===== src/rtl/seq_alu_pkg.sv =====
`default_nettype none
// ============================================================================
//  Module      : seq_alu_pkg
//  Description : Shared constants for the sequential ALU. Holds the 3-bit
//                opcode map {L,M,N} and the controller state encodings.
//  Ports       : none (package)
//  Revision    : 1.0 - initial release
// ============================================================================
package seq_alu_pkg;

   // Opcode map. It matches the earlier combinational 4-bit ALU, with MUL
   // and MOD now working.
   localparam logic [2:0] OP_NEG_A = 3'b000;
   localparam logic [2:0] OP_NEG_B = 3'b001;
   localparam logic [2:0] OP_ADD   = 3'b010;
   localparam logic [2:0] OP_SUB   = 3'b011;
   localparam logic [2:0] OP_AND   = 3'b100;
   localparam logic [2:0] OP_OR    = 3'b101;
   localparam logic [2:0] OP_MUL   = 3'b110;
   localparam logic [2:0] OP_MOD   = 3'b111;

   // Controller states
   localparam logic [1:0] S_IDLE = 2'd0;
   localparam logic [1:0] S_BUSY = 2'd1;
   localparam logic [1:0] S_DONE = 2'd2;

endpackage
`default_nettype wire


===== src/rtl/seq_muldiv.sv =====
`default_nettype none
// ============================================================================
//  Module      : seq_muldiv
//  Description : Iterative unit performing a WIDTH-step unsigned shift-add
//                multiply or restoring divide. Both operations share one
//                step counter and one 2*WIDTH accumulator.
//  Ports       : clk, reset   - clock, synchronous active-high reset
//                start        - load operands and begin (ignored-free pulse)
//                is_mod       - 1: divide (A mod B / A div B), 0: multiply
//                a, b         - operands, sampled on start
//                busy         - an operation is in progress
//                done         - all WIDTH steps finished; lo/hi are valid
//                lo, hi       - MUL: product low/high; MOD: remainder/quotient
//  Revision    : 1.0 - initial release
// ============================================================================
module seq_muldiv #(
   parameter int WIDTH = 8
) (
   input  logic             clk,
   input  logic             reset,
   input  logic             start,
   input  logic             is_mod,
   input  logic [WIDTH-1:0] a,
   input  logic [WIDTH-1:0] b,
   output logic             busy,
   output logic             done,
   output logic [WIDTH-1:0] lo,
   output logic [WIDTH-1:0] hi
);

   localparam int               CNT_W   = $clog2(WIDTH + 1);
   localparam logic [CNT_W-1:0] C_STEPS = CNT_W'(WIDTH);

   logic [2*WIDTH-1:0] r_acc;
   logic [WIDTH-1:0]   r_opnd;     // multiplicand (MUL) or divisor (MOD)
   logic               r_isMod;
   logic               r_busy;
   logic [CNT_W-1:0]   r_count;

   logic [WIDTH:0]     w_mulSum;
   logic [2*WIDTH-1:0] w_mulNext;
   logic [WIDTH:0]     w_divCand;
   logic [WIDTH:0]     w_divDiff;
   logic [2*WIDTH-1:0] w_divNext;

   // Multiply: the multiplier sits in the low half and is consumed LSB
   // first; the partial product grows in the high half. The sum keeps its
   // carry bit, which becomes the new MSB after the right shift.
   always_comb begin
      w_mulSum  = {1'b0, r_acc[2*WIDTH-1:WIDTH]}
                + {1'b0, (r_acc[0] ? r_opnd : {WIDTH{1'b0}})};
      w_mulNext = {w_mulSum, r_acc[WIDTH-1:1]};
   end

   // Restoring divide: the dividend is shifted out of the low half into the
   // partial remainder; quotient bits are shifted into the vacated LSBs.
   // The candidate remainder needs WIDTH+1 bits since it may reach 2*B-1.
   always_comb begin
      w_divCand = r_acc[2*WIDTH-1:WIDTH-1];
      w_divDiff = w_divCand - {1'b0, r_opnd};
      if (!w_divDiff[WIDTH]) begin
         w_divNext = {w_divDiff[WIDTH-1:0], r_acc[WIDTH-2:0], 1'b1};
      end else begin
         w_divNext = {w_divCand[WIDTH-1:0], r_acc[WIDTH-2:0], 1'b0};
      end
   end

   always_ff @(posedge clk) begin
      if (reset) begin
         r_acc   <= '0;
         r_opnd  <= '0;
         r_isMod <= 1'b0;
         r_busy  <= 1'b0;
         r_count <= '0;
      end else if (start) begin
         r_acc   <= {{WIDTH{1'b0}}, (is_mod ? a : b)};
         r_opnd  <= is_mod ? b : a;
         r_isMod <= is_mod;
         r_busy  <= 1'b1;
         r_count <= C_STEPS;
      end else if (r_busy) begin
         if (r_count != '0) begin
            r_acc   <= r_isMod ? w_divNext : w_mulNext;
            r_count <= r_count - 1'b1;
         end else begin
            // Result was presented via done this cycle; release the unit.
            r_busy <= 1'b0;
         end
      end
   end

   assign busy = r_busy;
   assign done = r_busy && (r_count == '0);
   assign lo   = r_isMod ? r_acc[2*WIDTH-1:WIDTH] : r_acc[WIDTH-1:0];
   assign hi   = r_isMod ? r_acc[WIDTH-1:0]       : r_acc[2*WIDTH-1:WIDTH];

endmodule
`default_nettype wire


===== src/rtl/seq_alu.sv =====
`default_nettype none
// ============================================================================
//  Module      : seq_alu
//  Description : Multi-cycle ALU with valid/ready operand and result
//                handshakes. NEG/ADD/SUB/AND/OR complete at the accept edge;
//                MUL and MOD run WIDTH steps in seq_muldiv.
//  Ports       : clk, reset            - clock, synchronous active-high reset
//                in_valid/in_ready     - operand handshake (op, a, b)
//                out_valid/out_ready   - result handshake
//                result, result_hi     - primary result / MUL high, MOD quot.
//                carry, overflow, zero, div_zero - status flags
//  Revision    : 1.0 - initial release
// ============================================================================
module seq_alu #(
   parameter int WIDTH = 8
) (
   input  logic             clk,
   input  logic             reset,
   input  logic             in_valid,
   output logic             in_ready,
   input  logic [2:0]       op,
   input  logic [WIDTH-1:0] a,
   input  logic [WIDTH-1:0] b,
   output logic             out_valid,
   input  logic             out_ready,
   output logic [WIDTH-1:0] result,
   output logic [WIDTH-1:0] result_hi,
   output logic             carry,
   output logic             overflow,
   output logic             zero,
   output logic             div_zero
);

   import seq_alu_pkg::*;

   logic [1:0]       r_state;
   logic [1:0]       w_nextState;

   logic [WIDTH-1:0] r_result;
   logic [WIDTH-1:0] r_resultHi;
   logic             r_carry;
   logic             r_overflow;
   logic             r_zero;
   logic             r_divZero;
   logic             r_isMod;

   logic             w_inReady;
   logic             w_accept;
   logic             w_startIter;
   logic             w_mdBusy;
   logic             w_mdDone;
   logic             w_iterFinish;
   logic [WIDTH-1:0] w_mdLo;
   logic [WIDTH-1:0] w_mdHi;

   logic [WIDTH-1:0] w_x;
   logic [WIDTH-1:0] w_y;
   logic             w_cin;
   logic [WIDTH:0]   w_sum;
   logic             w_addOv;

   logic [WIDTH-1:0] w_singleResult;
   logic [WIDTH-1:0] w_singleHi;
   logic             w_singleCarry;
   logic             w_singleOv;
   logic             w_singleDz;

   assign w_accept     = in_valid && w_inReady;
   // A modulo by zero bypasses the iterative unit and finishes in one cycle.
   assign w_startIter  = w_accept && ((op == OP_MUL) || ((op == OP_MOD) && (b != '0)));
   assign w_iterFinish = w_mdBusy && w_mdDone;

   // ---------------------------------------------------------------------
   // Single-cycle datapath: every arithmetic op is x + y + cin.
   // ---------------------------------------------------------------------
   always_comb begin
      w_x   = a;
      w_y   = b;
      w_cin = 1'b0;
      case (op)
         OP_NEG_A: begin w_x = ~a; w_y = '0; w_cin = 1'b1; end
         OP_NEG_B: begin w_x = ~b; w_y = '0; w_cin = 1'b1; end
         OP_SUB:   begin w_x = a;  w_y = ~b; w_cin = 1'b1; end
         default:  begin w_x = a;  w_y = b;  w_cin = 1'b0; end
      endcase
      w_sum   = {1'b0, w_x} + {1'b0, w_y} + {{WIDTH{1'b0}}, w_cin};
      w_addOv = (w_x[WIDTH-1] == w_y[WIDTH-1]) && (w_sum[WIDTH-1] != w_x[WIDTH-1]);
   end

   always_comb begin
      w_singleResult = '0;
      w_singleHi     = '0;
      w_singleCarry  = 1'b0;
      w_singleOv     = 1'b0;
      w_singleDz     = 1'b0;
      case (op)
         OP_NEG_A, OP_NEG_B, OP_ADD, OP_SUB: begin
            w_singleResult = w_sum[WIDTH-1:0];
            w_singleCarry  = w_sum[WIDTH];
            w_singleOv     = w_addOv;
         end
         OP_AND: w_singleResult = a & b;
         OP_OR:  w_singleResult = a | b;
         OP_MOD: begin
            // Only reached with b == 0
            w_singleResult = a;
            w_singleHi     = '1;
            w_singleDz     = 1'b1;
         end
         default: ;
      endcase
   end

   // ---------------------------------------------------------------------
   // Controller: state register / next state / outputs
   // ---------------------------------------------------------------------
   always_ff @(posedge clk) begin
      if (reset) begin
         r_state <= S_IDLE;
      end else begin
         r_state <= w_nextState;
      end
   end

   always_comb begin
      w_nextState = r_state;
      case (r_state)
         S_IDLE:  if (w_accept) w_nextState = w_startIter ? S_BUSY : S_DONE;
         S_BUSY:  if (w_iterFinish) w_nextState = S_DONE;
         S_DONE:  if (out_ready) w_nextState = S_IDLE;
         default: w_nextState = S_IDLE;
      endcase
   end

   always_comb begin
      w_inReady = (r_state == S_IDLE);
      out_valid = (r_state == S_DONE);
   end

   assign in_ready = w_inReady;

   // ---------------------------------------------------------------------
   // Result registers: loaded at the accept edge for single-cycle ops, or
   // at the edge following the last iterative step.
   // ---------------------------------------------------------------------
   always_ff @(posedge clk) begin
      if (reset) begin
         r_result   <= '0;
         r_resultHi <= '0;
         r_carry    <= 1'b0;
         r_overflow <= 1'b0;
         r_zero     <= 1'b0;
         r_divZero  <= 1'b0;
         r_isMod    <= 1'b0;
      end else if (r_state == S_IDLE && w_accept) begin
         r_isMod <= (op == OP_MOD);
         if (!w_startIter) begin
            r_result   <= w_singleResult;
            r_resultHi <= w_singleHi;
            r_carry    <= w_singleCarry;
            r_overflow <= w_singleOv;
            r_zero     <= (w_singleResult == '0);
            r_divZero  <= w_singleDz;
         end
      end else if (r_state == S_BUSY && w_iterFinish) begin
         r_result   <= w_mdLo;
         r_resultHi <= w_mdHi;
         r_carry    <= 1'b0;
         r_overflow <= r_isMod ? 1'b0 : (w_mdHi != '0);
         r_zero     <= (w_mdLo == '0);
         r_divZero  <= 1'b0;
      end
   end

   assign result    = r_result;
   assign result_hi = r_resultHi;
   assign carry     = r_carry;
   assign overflow  = r_overflow;
   assign zero      = r_zero;
   assign div_zero  = r_divZero;

   seq_muldiv #(
      .WIDTH (WIDTH)
   ) u_muldiv (
      .clk    (clk),
      .reset  (reset),
      .start  (w_startIter),
      .is_mod (op == OP_MOD),
      .a      (a),
      .b      (b),
      .busy   (w_mdBusy),
      .done   (w_mdDone),
      .lo     (w_mdLo),
      .hi     (w_mdHi)
   );

endmodule
`default_nettype wire

===== config.mk =====
export PLATFORM = sky130hd
export DESIGN_NAME = seq_alu
export DESIGN_NICKNAME = d
export VERILOG_FILES = /design/src/rtl/seq_alu_pkg.sv /design/src/rtl/seq_muldiv.sv /design/src/rtl/seq_alu.sv
export SDC_FILE = /design/constraint.sdc
export NUM_CORES = 1
export LEC_CHECK = 0
export ABC_AREA = 1
export CORE_UTILIZATION = 53
export DETAILED_ROUTE_END_ITERATION = 6
export HOLD_SLACK_MARGIN = 0.12
export PLACE_DENSITY = 0.8
export SYNTH_ARGS = -nofsm -noshare
export SYNTH_HDL_FRONTEND = slang
export SYNTH_SLANG_ARGS = --single-unit

===== constraint.sdc =====
create_clock -name clk -period 7.6 [get_ports clk]
set_clock_uncertainty 0.2 [all_clocks]
set_input_delay 1.52 -clock clk [delete_from_list [all_inputs] [get_ports clk]]
set_output_delay 1.52 -clock clk [all_outputs]
set_load 0.05 [all_outputs]

==> results list, run 1 <==
- The run finished with clean final reports.
- Worst R2R End: u_muldiv.r_count[1]$_SDFFE_PP0P_
* CP Buf/Inv Count: 5
- Worst setup EP type: flip-flop
- Cell family contributing the most delay on the critical path: buffers and inverters
- Non-filler instance count after layout: 881
* Synthesized area per cell: 5.99 um^2
* Worst r2r src: u_muldiv.r_count[0]$_SDFFE_PP0P_
- Share of flip-flops with an asynchronous set or reset after synthesis: 0%
* First-pass GRT wire length: 22200 um
- The floorplan step defined a die boundary enclosing 8850 um^2.
* Relative contribution of the clock network to total power: 26.0%
* FILL cells: 825
- Final hold slack: 274 ps
- In this run, CTS created clock tree buffers numbering 5.
* Top flip-flop cell by instance count after synthesis: sky130_fd_sc_hd__dfxtp_1
- The congestion estimate from routability-driven global placement came to between 1 and 1.5.
* Root buf cell: sky130_fd_sc_hd__clkbuf_8
- Max Cap Viol: 0
- The largest total area in the synthesized netlist belongs to sky130_fd_sc_hd__dfxtp_1.
- Share of the yosys chip area belonging to registers: 23.6%
- Clock latency on the worst-skew pair, taken at its later pin, is about 310 ps.
- In this run the worst setup path begins at op[2].
- Setup repair after global routing missed its margin: no
- Vias in the first global route: 4596
- Net Sw Frac: between 30% and 40%
* Internal Pwr Total: 0.000492 W
- Effective utilization at floorplan: between 50 and 60%
- The die is 94.1 um wide.
- Sequential cells burn 38.7% of the power.
- Vertical die dimension: approximately 94 um
- Portion of the clock cycle consumed by the worst path in the final layout: roughly 66%
- Clock-pin slew on the worst setup and hold paths: 100 ps
* Remaining DRCs: 0
- Number of core rows: 33
- The worst hold path begins at div_zero$_SDFFE_PP0P_.
* Final critical path time including I/O delays and setup: around 5000 ps
- Half-perimeter wire length after detailed placement: 10300 um
- The post-route netlist has 3.48% of its cells at a drive strength greater than 1.
* Number of failing hold endpoints at the final stage: 0
- Number of DRC violations after detailed-routing iteration 0: 556
* # resized after CTS: 0
- Dividing the detail-routed wire length by the instance count gives 15.4 um.
* Post-synthesis sequential element count: 53
* Via count normalized by instance count: 5.74
- Gate count of the mapped netlist: 750
* Max IR drop VDD: 0.133 mV
- Worst R2R Path Depth: 8
- In the post-synthesis netlist, the biggest area contributors are sky130_fd_sc_hd__dfxtp_1 24%, sky130_fd_sc_hd__nand2_1 15%, sky130_fd_sc_hd__o21ai_0 10%, sky130_fd_sc_hd__a21oi_1 9.5%, sky130_fd_sc_hd__inv_1 9.0%.
- In this run the worst path has a maximum fanout of 13.
- Worst EP required: 7640 ps
* Clock Tree Buf Depth: 2
- Total of endpoints with negative setup slack in the final report: 0
* TritonRoute pass-1 iters: 7
- The Yosys step of the flow raised 0 warnings.
- For this design, the slowest cell found on the critical path is sky130_fd_sc_hd__clkdlybuf4s50_1.
- Biggest cell delay along the critical path: around 750 ps
* Synth-to-layout area growth: 12.7%
* Power density of the placed cells: 155 nW/um^2
- Sinks on the clock net: 53
- Measured against its own limit, the worst slew margin works out to 26.0%.
- Number of library cell types mapped by synthesis: 35
- In this run the register-to-register setup slack is 4770 ps.
* Summed area of non-filler cells in the final layout: 5070 um^2
* Net Sw Power: 0.000294 W
* Setup bufs post-CTS: 0
- Number of synthesized flops with an enable pin: 0
- Number of antenna violations at the first check in global routing: 0
* Share of the synthesized area in the top cell type: a little under a quarter
- By instance count, the leading cell after synthesis is sky130_fd_sc_hd__nand2_1.
* Post-layout worst setup margin: around 2600 ps
- For the pin with the worst max-slew slack, the measured transition is 1110 ps.
* Hold endpoint: div_zero$_SDFFE_PP0P_
* Worst slack at placement: 2310 ps
- Leak Pwr: 2.44 nW
* Worst Hold Class: reg -> reg
- Global routing consumed, over all layers together, 31.9% of the routing resources.
- Summed over all failing endpoints, the final setup total negative slack is 0 ps.
- Post-synth net total: 801
- Global routing finished with a remaining overflow of 0.
- The H-tree was split into 2 levels.
- After floorplanning, the core was sized to cover about 8000 um^2.
- The routed design has approximately 14000 um of wire.
- Element type at the critical path start: input port
- Timing would allow up to between 150 and 200 MHz.
- By startpoint and endpoint, the worst setup path is classified as in -> reg.
- Chain of cells forming the critical path: clkdlybuf4s50_1 -> inv_2 -> nand2_2 -> clkinv_1 -> nor2_2 -> o21ai_0 -> fa_1 -> fa_1 -> inv_1 -> nand2_1 -> nand3_1 -> nand2_1 -> inv_1 -> nand3_1 -> nor2_1 -> nand2_1 -> nor2_1 -> nand3_1 -> a21oi_1
- Once placement finished, the instance area stood at about 4900 um^2.
- Including well taps, the total number of placed cells is between 800 and 900.
* Number of top-level design ports: 45
- Count of input and output buffers: 44
* Via Count: 5060
* Most frequent cells after synthesis: 176 x sky130_fd_sc_hd__nand2_1, 108 x sky130_fd_sc_hd__inv_1, 94 x sky130_fd_sc_hd__o21ai_0
- CTS tree: done
* Cell depth of the worst hold path: 2
- STA puts the critical path data arrival time at a little over 5000 ps.
- Nets: between 800 and 900
- In this run the remaining antenna-violating nets after routing total 0.
- Pin count of the biggest net entering global routing: 45
* Final antenna diode count: 0
- Share of total power in combinational logic: between 30% and 40%
- Total standard cell area after synthesis: 4500 um^2
- The number of max-slew violations in the final report was 0.
- Hold repair after CTS inserted 0 buffers.
[final cells by class]
| cell class | count | area, um^2 | share of cell area, % |
|---|---|---|---|
| multi-input cells | 556 | 2880 | 56.8 |
| flip-flops and latches | 53 | 1060 | 20.9 |
| repair buffers | 46 | 455 | 8.99 |
| inverters | 113 | 424 | 8.37 |
| well taps | 105 | 131 | 2.59 |
| clock buffers | 6 | 82.6 | 1.63 |
| clock inverters | 2 | 37.5 | 0.741 |
[sequential cells by signal, summed over array words and instances, names as in the netlist, 2 cells and up]
name              count
r_state               2
u_muldiv.r_opnd       8
result                8
u_muldiv.r_count      4
u_muldiv.r_acc       16
result_hi             8
[per-layer routing]
layer | vias to the layer above | GRT usage, % | share of wire [%]
met4 | 0 | 11.8 | 3.1
met2 | 187 | 53.6 | 47
li1 | 2529 | - | -
met3 | 39 | 4.94 | 6.2
met1 | 2305 | 40.9 | 44
met5 | - | 0 | 0
[cells by family after synthesis]
kind of cell / count (synthesis) / share of synthesized area (%)
AOI/OAI and AO/OA: 214 / 25.9
xor gates and xnor gates: 3 / 0.585
adders and majority gates: 28 / 8.46
buffers and inverters: 141 / 12.4
DFF: 53 / 23.6
and+or+nand+nor: 311 / 29.1
[cells in the final DEF (no fill, tap or decap), types with 3 or more instances in the layout]
cell / instances
sky130_fd_sc_hd__clkbuf_8: 6
sky130_fd_sc_hd__a21o_1: 5
sky130_fd_sc_hd__inv_2: 4
sky130_fd_sc_hd__o21ai_1: 3
sky130_fd_sc_hd__or2_2: 3
sky130_fd_sc_hd__nor2_2: 4
sky130_fd_sc_hd__o21ai_0: 94
sky130_fd_sc_hd__a221oi_1: 6
sky130_fd_sc_hd__a21oi_1: 85
sky130_fd_sc_hd__nor3_1: 3
sky130_fd_sc_hd__nor2_1: 58
sky130_fd_sc_hd__clkdlybuf4s50_1: 44
sky130_fd_sc_hd__dfxtp_1: 53
sky130_fd_sc_hd__nand3_1: 47
sky130_fd_sc_hd__o21bai_1: 4
sky130_fd_sc_hd__nand2_2: 3
sky130_fd_sc_hd__nand2_1: 176
sky130_fd_sc_hd__ha_1: 24
sky130_fd_sc_hd__nand4_1: 10
sky130_fd_sc_hd__nor4_1: 3
sky130_fd_sc_hd__fa_1: 4
sky130_fd_sc_hd__o211ai_1: 8
sky130_fd_sc_hd__inv_1: 108
[how the worst max path moves through the flow]
stage	endpoint	slack, ps	cells after the start
2_1_floorplan	zero$_SDFFE_PP0P_	3510	16
3_3_place_gp	zero$_SDFFE_PP0P_	2440	19
3_5_place_dp	zero$_SDFFE_PP0P_	2310	19
4_1_cts	zero$_SDFFE_PP0P_	2610	19
5_1_grt	zero$_SDFFE_PP0P_	2230	19
6_report	zero$_SDFFE_PP0P_	2590	19
[power by group through the flow]
stage / clock network (W) / logic [W] / registers, W
4_1_cts: 0.000205 / 0.000274 / 0.000304
5_1_grt: 0.000215 / 0.000308 / 0.000306
3_3_place_gp: 0 / 0.000271 / 0.000310
3_5_place_dp: 0 / 0.000273 / 0.000310
6_report: 0.000204 / 0.000277 / 0.000304
2_1_floorplan: 0 / 0.000162 / 0.000338
[through the flow]
step           utilization [%]  total power, W
4_1_cts                   61.7        0.000784
3_5_place_dp              60.2        0.000583
6_report                  61.7        0.000786
5_1_grt                   61.7        0.000829
2_1_floorplan                -        0.000500
3_3_place_gp              60.2        0.000580
[worst register-to-register path, cell delays in order (launching register included)]
cell and delay (ps):
sky130_fd_sc_hd__dfxtp_1 350, sky130_fd_sc_hd__inv_1 70, sky130_fd_sc_hd__ha_1 190, sky130_fd_sc_hd__inv_1 90, sky130_fd_sc_hd__nor3_1 80, sky130_fd_sc_hd__nor2_2 710, sky130_fd_sc_hd__inv_1 510, sky130_fd_sc_hd__or2_2 420
sky130_fd_sc_hd__a21oi_1 150
Power figures use the tool's default switching activity.
==> run 2: changes to the inputs <==
- PLACE_DENSITY: 0.8 -> 0.83
- clock period: 7.6 -> 4.32 ns (I/O delays scaled with it)
==> results list, run 2 (synthesis gave the netlist of run 1 again) <==
- Post-CTS repair changed the size of 0 cells.
- During placement, the flow inserted port buffers numbering 44.
* Top metal layer carrying routed signals: met4
- Max H-tree Level: 2
- Width of the die: 94.1 um
- Routed length per instance: 15.2 um
- Floorplan die area: 8850 um^2
- Met3 WL post-DR: 1010 um
- Setup bufs post-CTS: 0
- The register with the most flip-flops in the layout has 16 of them.
* Insertion delay of the later-clocked pin in the worst-skew pair: 320 ps
* Synth-to-layout area growth: 14.1%
- Setup repair after global routing missed its margin: no
* Most frequent standard cell in the layout excluding fill and tap cells: sky130_fd_sc_hd__nand2_1
* Register name with the most flops: u_muldiv.r_acc
- The largest single stage delay on the critical path is around 550 ps.
- Nets: 837
* Inserted Clock Buffers: 5
- Leak Pwr: approximately 2.5 nW
* CTS tree: done
* Share of total power in sequential cells: between 30% and 40%
- Across every metal layer, demand over resource in global routing totals 31.5%.
- CP Class: in -> reg
- Half-perimeter wire length after detailed placement: 10500 um
- Broken down by cell family, the worst path's largest delay share belongs to buffers and inverters.
- Number of DRC violations after detailed-routing iteration 0: 474
- Worst setup EP type: flip-flop
- Remaining Overflow, GRT: 0
- The critical path contains buffers and inverters numbering 5 combined.
- In this run the remaining antenna-violating nets after routing total 0.
- Sinks on the clock net: 53
- Final Routed Wirelength: 13600 um
* Sum Neg Setup Slack: 0 ps
- In this run the critical register-to-register path is launched from u_muldiv.r_acc[0]$_SDFFE_PP0P_.
* Run status: completed
- The tool flagged a number of max-cap violations equal to 0.
- Across all hold checks on the routed design, the worst slack comes to between 200 and 300 ps.
- The worst-case IR drop observed on VDD is 0.245 mV.
* Fmax achieved: 264 MHz
* Hold Path Origin: div_zero$_SDFFE_PP0P_
* Via count normalized by instance count: approximately 5.7
- Pin placement for this block handled 45 I/O pins.
- Sum of routed wire segments on met1: 5780 um
* Effective utilization at floorplan: 54.7%
- In this run switching power makes up 39.9% of total power.
* Total length of routed met2 wires: 6360 um
- Post-layout worst setup margin: 530 ps
- Per report_power, the clock group accounts for 23.3% of the total.
- Worst Max-Slew Pin Slew: 718 ps
- The critical path goes through clkdlybuf4s50_1 -> inv_1 -> nand2_2 -> clkinv_1 -> nor2_2 -> o21ai_0 -> fa_1 -> fa_1 -> inv_1 -> nand3_1 -> nand2_1 -> nand2_1 -> nand3_1 -> nand2_1 -> inv_1 -> nand2_1 -> nor2_1 -> nand3_1 -> a21oi_1.
- Across all layers, the routed design uses 5090 vias.
* Peak fanout along the critical path: 8
* Final estimated routing congestion in global placement: just under 1
- Clock Tree Buf Depth: 2
- Core Footprint: 8220 um^2
* Post-place instance area: 5030 um^2
- The initial antenna violation count is 0.
- CP Launch Point: op[1]
- Measured against its own limit, the worst slew margin works out to 52.1%.
- Portion of the clock cycle consumed by the worst path in the final layout: about 88%
* Critical path's most frequent cell: sky130_fd_sc_hd__nand2_1
* Clock-pin slew on the worst setup and hold paths: approximately 110 ps
- CTS placed an instance of sky130_fd_sc_hd__clkbuf_8 at the clock tree root.
* Element type at the critical path start: input port
- The number of failing hold endpoints at the final stage was 0.
- CP max stage cell: sky130_fd_sc_hd__clkdlybuf4s50_1
* Internal Pwr Total: around 0.00081 W
- Summed over all nets, the switching power comes to 0.000535 W.
- The library cells used most frequently in the layout, excluding fill and tap cells, are 176 x sky130_fd_sc_hd__nand2_1, 108 x sky130_fd_sc_hd__inv_1, 94 x sky130_fd_sc_hd__o21ai_0, 85 x sky130_fd_sc_hd__a21oi_1, 58 x sky130_fd_sc_hd__nor2_1.
- Entering global routing, the biggest net connects 39 pins.
* Summed area of non-filler cells in the final layout: 5130 um^2
- First-pass GRT wire length: between 20000 and 25000 um
- Worst EP required: 4370 ps
* Worst R2R Path Depth: 12
* Worst Hold Class: reg -> reg
- Cells with a size suffix above 1 make up under 10% of the layout.
* Count of hold-fix buffers inserted at cts: 0
- Cells fill 62.4% of the core in the end.
- In the routed design, unresolved DRC markers number 0.
* Share of total power in combinational logic: ~37%
- Arrival time worst endpoint: 3840 ps
- Final antenna diode count: 0
- Counting buffers and inverters, the worst setup path is 19 cells deep.
* Final number of max-transition violations: 0
- For this design the ratio of total power to cell area is 261 nW/um^2.
- Final critical path time including I/O delays and setup: 3790 ps
- Vias in the first global route: 4699
* Worst slack at placement: 220 ps
* TritonRoute pass-1 iters: 6
- Setup violations remaining at the end of the flow were counted as 0.
- Vertical die dimension: roughly 94 um
- The worst hold path passes through 2 cells.
- Number of core rows: 33
-- run 2: cell types whose count changed in the layout (fill, tap and decap cells not counted), sizes merged --
| cell | change |
|---|---|
| clkbuf | -1 |
| bufinv | -1 |
| inv | +2 |
| clkinvlp | -1 |
| clkinv | +1 |
| buf | +11 |
-- run 2: worst paths after layout --
| path | end | slack (ps) |
|---|---|---|
| worst max-delay path | zero$_SDFFE_PP0P_ | 530 |
| worst min register to register | div_zero$_SDFFE_PP0P_ | 270 |
| worst max register to register | u_muldiv.r_acc[11]$_SDFFE_PP0P_ | 1780 |
| worst min-delay path | div_zero$_SDFFE_PP0P_ | 270 |
-- run 2: worst reg2reg max path, delay by kind of cell (launching register included) --
| kind | cells | cell delay (ps) |
|---|---|---|
| AOI/OAI and AO/OA | 4 | 480 |
| adders and majority gates | 2 | 610 |
| buffers and inverters | 2 | 140 |
| DFF | 1 | 620 |
| and+or+nand+nor | 4 | 430 |
-- run 2: cell type report --
type,count,area [um^2]
fillers,803,3090
multi-input cells,556,2880
flip-flops and latches,53,1060
repair buffers,57,538
inverters,113,424
well taps,105,131
clock buffers,5,68.8
clock inverters,3,28.8
-- run 2: routing by layer --
| metal | global-route usage [%] | vias to the layer above |
|---|---|---|
| met5 | 0 | - |
| li1 | - | 2542 |
| met3 | 4.21 | 40 |
| met1 | 39.1 | 2267 |
| met4 | 11.0 | 0 |
| met2 | 55.3 | 241 |
-- run 2: power by group through the flow --
stage | combinational (W) | sequential, W | clock [W]
final | 0.000493 | 0.000535 | 0.000312
after global routing | 0.000546 | 0.000539 | 0.000331
after CTS | 0.000486 | 0.000535 | 0.000315
after detailed placement | 0.000484 | 0.000545 | 0
after global placement | 0.000475 | 0.000545 | 0
after floorplan | 0.000284 | 0.000595 | 0
-- run 2: stage by stage --
| stage | power (W) | std cells |
|---|---|---|
| 6_report | 0.00134 | 892 |
| 5_1_grt | 0.00142 | 892 |
| 4_1_cts | 0.00134 | 892 |
| 3_5_place_dp | 0.00103 | 884 |
| 3_3_place_gp | 0.00102 | 884 |
| 2_1_floorplan | 0.000879 | 750 |
==> run 3: changes to the inputs <==
- CELL_PAD_IN_SITES_DETAIL_PLACEMENT: unset -> 0
- CELL_PAD_IN_SITES_GLOBAL_PLACEMENT: unset -> 1
- CORE_UTILIZATION: 53 -> 36
- PLACE_DENSITY: 0.83 -> 0.82
==> results list, run 3 (synthesis gave the netlist of run 1 again) <==
- Run status: completed
- Combinational logic burns 33.7% of the power.
* Max H-tree Level: 2
- In this run the power spent charging and discharging nets is 0.000556 W.
- In this run the core area contains 40 standard-cell rows.
* CTS tree: done
- Final hold slack: approximately 270 ps
- Relative slew slack: 56.1%
- The first global-routing pass estimated approximately 23000 um of wire.
- After clock tree synthesis, the flow added hold-fix buffers numbering 0.
- Worst R2R Path Depth: 12
* Clock Tree Buf Depth: 2
* Sum Neg Setup Slack: 0 ps
* Leak Pwr: 2.52 nW
* Effective utilization at floorplan: 37.1%
- The number of antenna diodes in the final layout is 0.
* Clock-pin slew on the worst setup and hold paths: around 80 ps
- Most frequent cells in the layout: 176 x sky130_fd_sc_hd__nand2_1, 108 x sky130_fd_sc_hd__inv_1, 94 x sky130_fd_sc_hd__o21ai_0, 85 x sky130_fd_sc_hd__a21oi_1, 58 x sky130_fd_sc_hd__nor2_1
- For this run, the share of the core covered by cells in the final layout is 43.5%.
- Max Cap Viol: 0
* Worst EP required: 4360 ps
- Internal Pwr Total: 0.000907 W
* Portion of the clock cycle consumed by the worst path in the final layout: 88.6%
- Number of failing hold endpoints at the final stage: 0
* Worst-case register-to-register setup slack: between 1500 and 2000 ps
- Pin count of the biggest net entering global routing: 26
- The floorplan step defined a core boundary enclosing 12100 um^2.
- Fraction of layout instances using a drive strength above 1: 4.95%
- Relative to the synthesized area, the layout overhead comes to 17.3%.
* CP Class: in -> reg
- STA classifies the critical path startpoint as an input port.
* Most frequent standard cell in the layout excluding fill and tap cells: sky130_fd_sc_hd__nand2_1
* Remaining Overflow, GRT: 0
* Largest register FFs: 16
- In this run the power density over the cells is 278 nW/um^2.
* Arrival time worst endpoint: 3860 ps
* Final critical path time including I/O delays and setup: approximately 3800 ps
- In this run switching power makes up 38.0% of total power.
* Hold Path Origin: div_zero$_SDFFE_PP0P_
- Total power after layout: approximately 0.0015 W
- The clock drives 53 sinks.
- Worst Max-Slew Pin Slew: around 660 ps
* Floorplan die area: 12900 um^2
- Nets: 838
- Vertical die dimension: 114 um
* Remaining DRCs: 0
* Half-perimeter wire length after detailed placement: roughly 11000 um
- Sum of routed wire segments on met1: approximately 6500 um
- Summed over all layers, the routed wires come to 14100 um.
- Counting the fill cells in the layout gives 1330.
- Counting instances, the worst hold path has a depth of 2.
* Routed length per instance: roughly 15 um
- Number of DRC violations after detailed-routing iteration 0: roughly 390
- # resized after CTS: 0
* Storage element area: 1060 um^2
- The worst register-to-register path ends at u_muldiv.r_acc[11]$_SDFFE_PP0P_.
- Met3 WL post-DR: approximately 840 um
- The tree is rooted in a sky130_fd_sc_hd__clkbuf_16.
- Counting flops per register, the top entry is u_muldiv.r_acc.
* Number of antenna violations at the first check in global routing: 0
- The first TritonRoute pass finished after 6 iterations.
- Vias in the first global route: 4650
- Relative contribution of the clock network to total power: between 20 and 30%
- Insertion delay of the later-clocked pin in the worst-skew pair: 300 ps
- Width of the die: around 110 um
* Footprint of the multi-input gates: 2880 um^2
- Total of endpoints with negative setup slack in the final report: 0
* Count of input and output buffers: 44
- In this run the top signal layer used is met4.
* Setup bufs post-CTS: 0
- Antenna Violating Nets Remaining: 0
- The number of clock buffers added by TritonCTS is 5.
- With fillers left out, the area of the finished cells amounts to 5270 um^2.
- In this run the critical register-to-register path is launched from u_muldiv.r_acc[0]$_SDFFE_PP0P_.
- Via count normalized by instance count: between 5 and 6
* Hold endpoint: div_zero$_SDFFE_PP0P_
- Max IR drop VDD: about 0.16 mV
- Worst setup EP type: flip-flop
- Total length of routed met2 wires: 6480 um
- Fmax achieved: 261 MHz
- Via Count: about 5000
- Share of total power in sequential cells: 36.6%
- Worst Hold Class: reg -> reg
- Setup repair after global routing left no endpoint under its margin.
- Across every metal layer, demand over resource in global routing totals 22.6%.
* Number of top-level design ports: 45
- Final estimated routing congestion in global placement: approximately 0.90
* Post-place instance area: 5120 um^2
- Final number of max-transition violations: 0
- Peak fanout along the critical path: 8
-- run 3: cell count changes in the layout (fill, tap and decap cells not counted) --
cell / before / now
sky130_fd_sc_hd__buf_4: 13 / 14
sky130_fd_sc_hd__clkbuf_8: 5 / 0
sky130_fd_sc_hd__clkbuf_16: 0 / 5
-- run 3: power by group through the flow --
stage | combinational, W | clock, W | sequential, W
final | 0.000493 | 0.000435 | 0.000535
after global routing | 0.000551 | 0.000460 | 0.000539
after CTS | 0.000492 | 0.000442 | 0.000535
after detailed placement | 0.000490 | 0 | 0.000546
after global placement | 0.000486 | 0 | 0.000546
after floorplan | 0.000284 | 0 | 0.000595
-- run 3: critical path, cell delays in order --
cell and delay (ps):
sky130_fd_sc_hd__clkdlybuf4s50_1 630, sky130_fd_sc_hd__inv_2 70, sky130_fd_sc_hd__nand2_2 110, sky130_fd_sc_hd__clkinv_1 210, sky130_fd_sc_hd__nor2_2 180, sky130_fd_sc_hd__o21ai_0 110
sky130_fd_sc_hd__fa_1 440, sky130_fd_sc_hd__fa_1 390, sky130_fd_sc_hd__inv_1 100, sky130_fd_sc_hd__nand2_1 60, sky130_fd_sc_hd__nand3_1 70, sky130_fd_sc_hd__nand2_1 50
sky130_fd_sc_hd__inv_1 60, sky130_fd_sc_hd__nand3_1 60, sky130_fd_sc_hd__nor2_1 110, sky130_fd_sc_hd__nand2_1 60, sky130_fd_sc_hd__nor2_1 90, sky130_fd_sc_hd__nand3_1 80
sky130_fd_sc_hd__a21oi_1 110
-- run 3: routing by layer --
layer / track usage [%] / vias up
met5: 0 / -
met4: 5.53 / 0
met3: 3.03 / 21
met2: 38.0 / 167
met1: 30.5 / 2275
li1: - / 2556
-- run 3: worst max path at each step --
stage / from / endpoint
final: op[2] / zero$_SDFFE_PP0P_
after detailed placement: op[2] / zero$_SDFFE_PP0P_
after CTS: op[2] / zero$_SDFFE_PP0P_
after global placement: op[2] / zero$_SDFFE_PP0P_
after floorplan: op[1] / zero$_SDFFE_PP0P_
after global routing: op[2] / zero$_SDFFE_PP0P_
-- run 3: final cells by class --
class,instances,area share [%]
multi-input combinational,556,54.6
inverter,113,8.05
clock inverter,3,0.546
timing repair buffer,58,10.3
tap,168,3.99
sequential,53,20.1
clock buffer,5,2.37
-- run 3: through the flow --
| stage | setup WS [ps] | cells |
|---|---|---|
| floorplan | 883 | 750 |
| global placement | 266 | 948 |
| detailed placement | 194 | 948 |
| CTS | 507 | 956 |
| global route | 51.1 | 956 |
| finish | 494 | 956 |
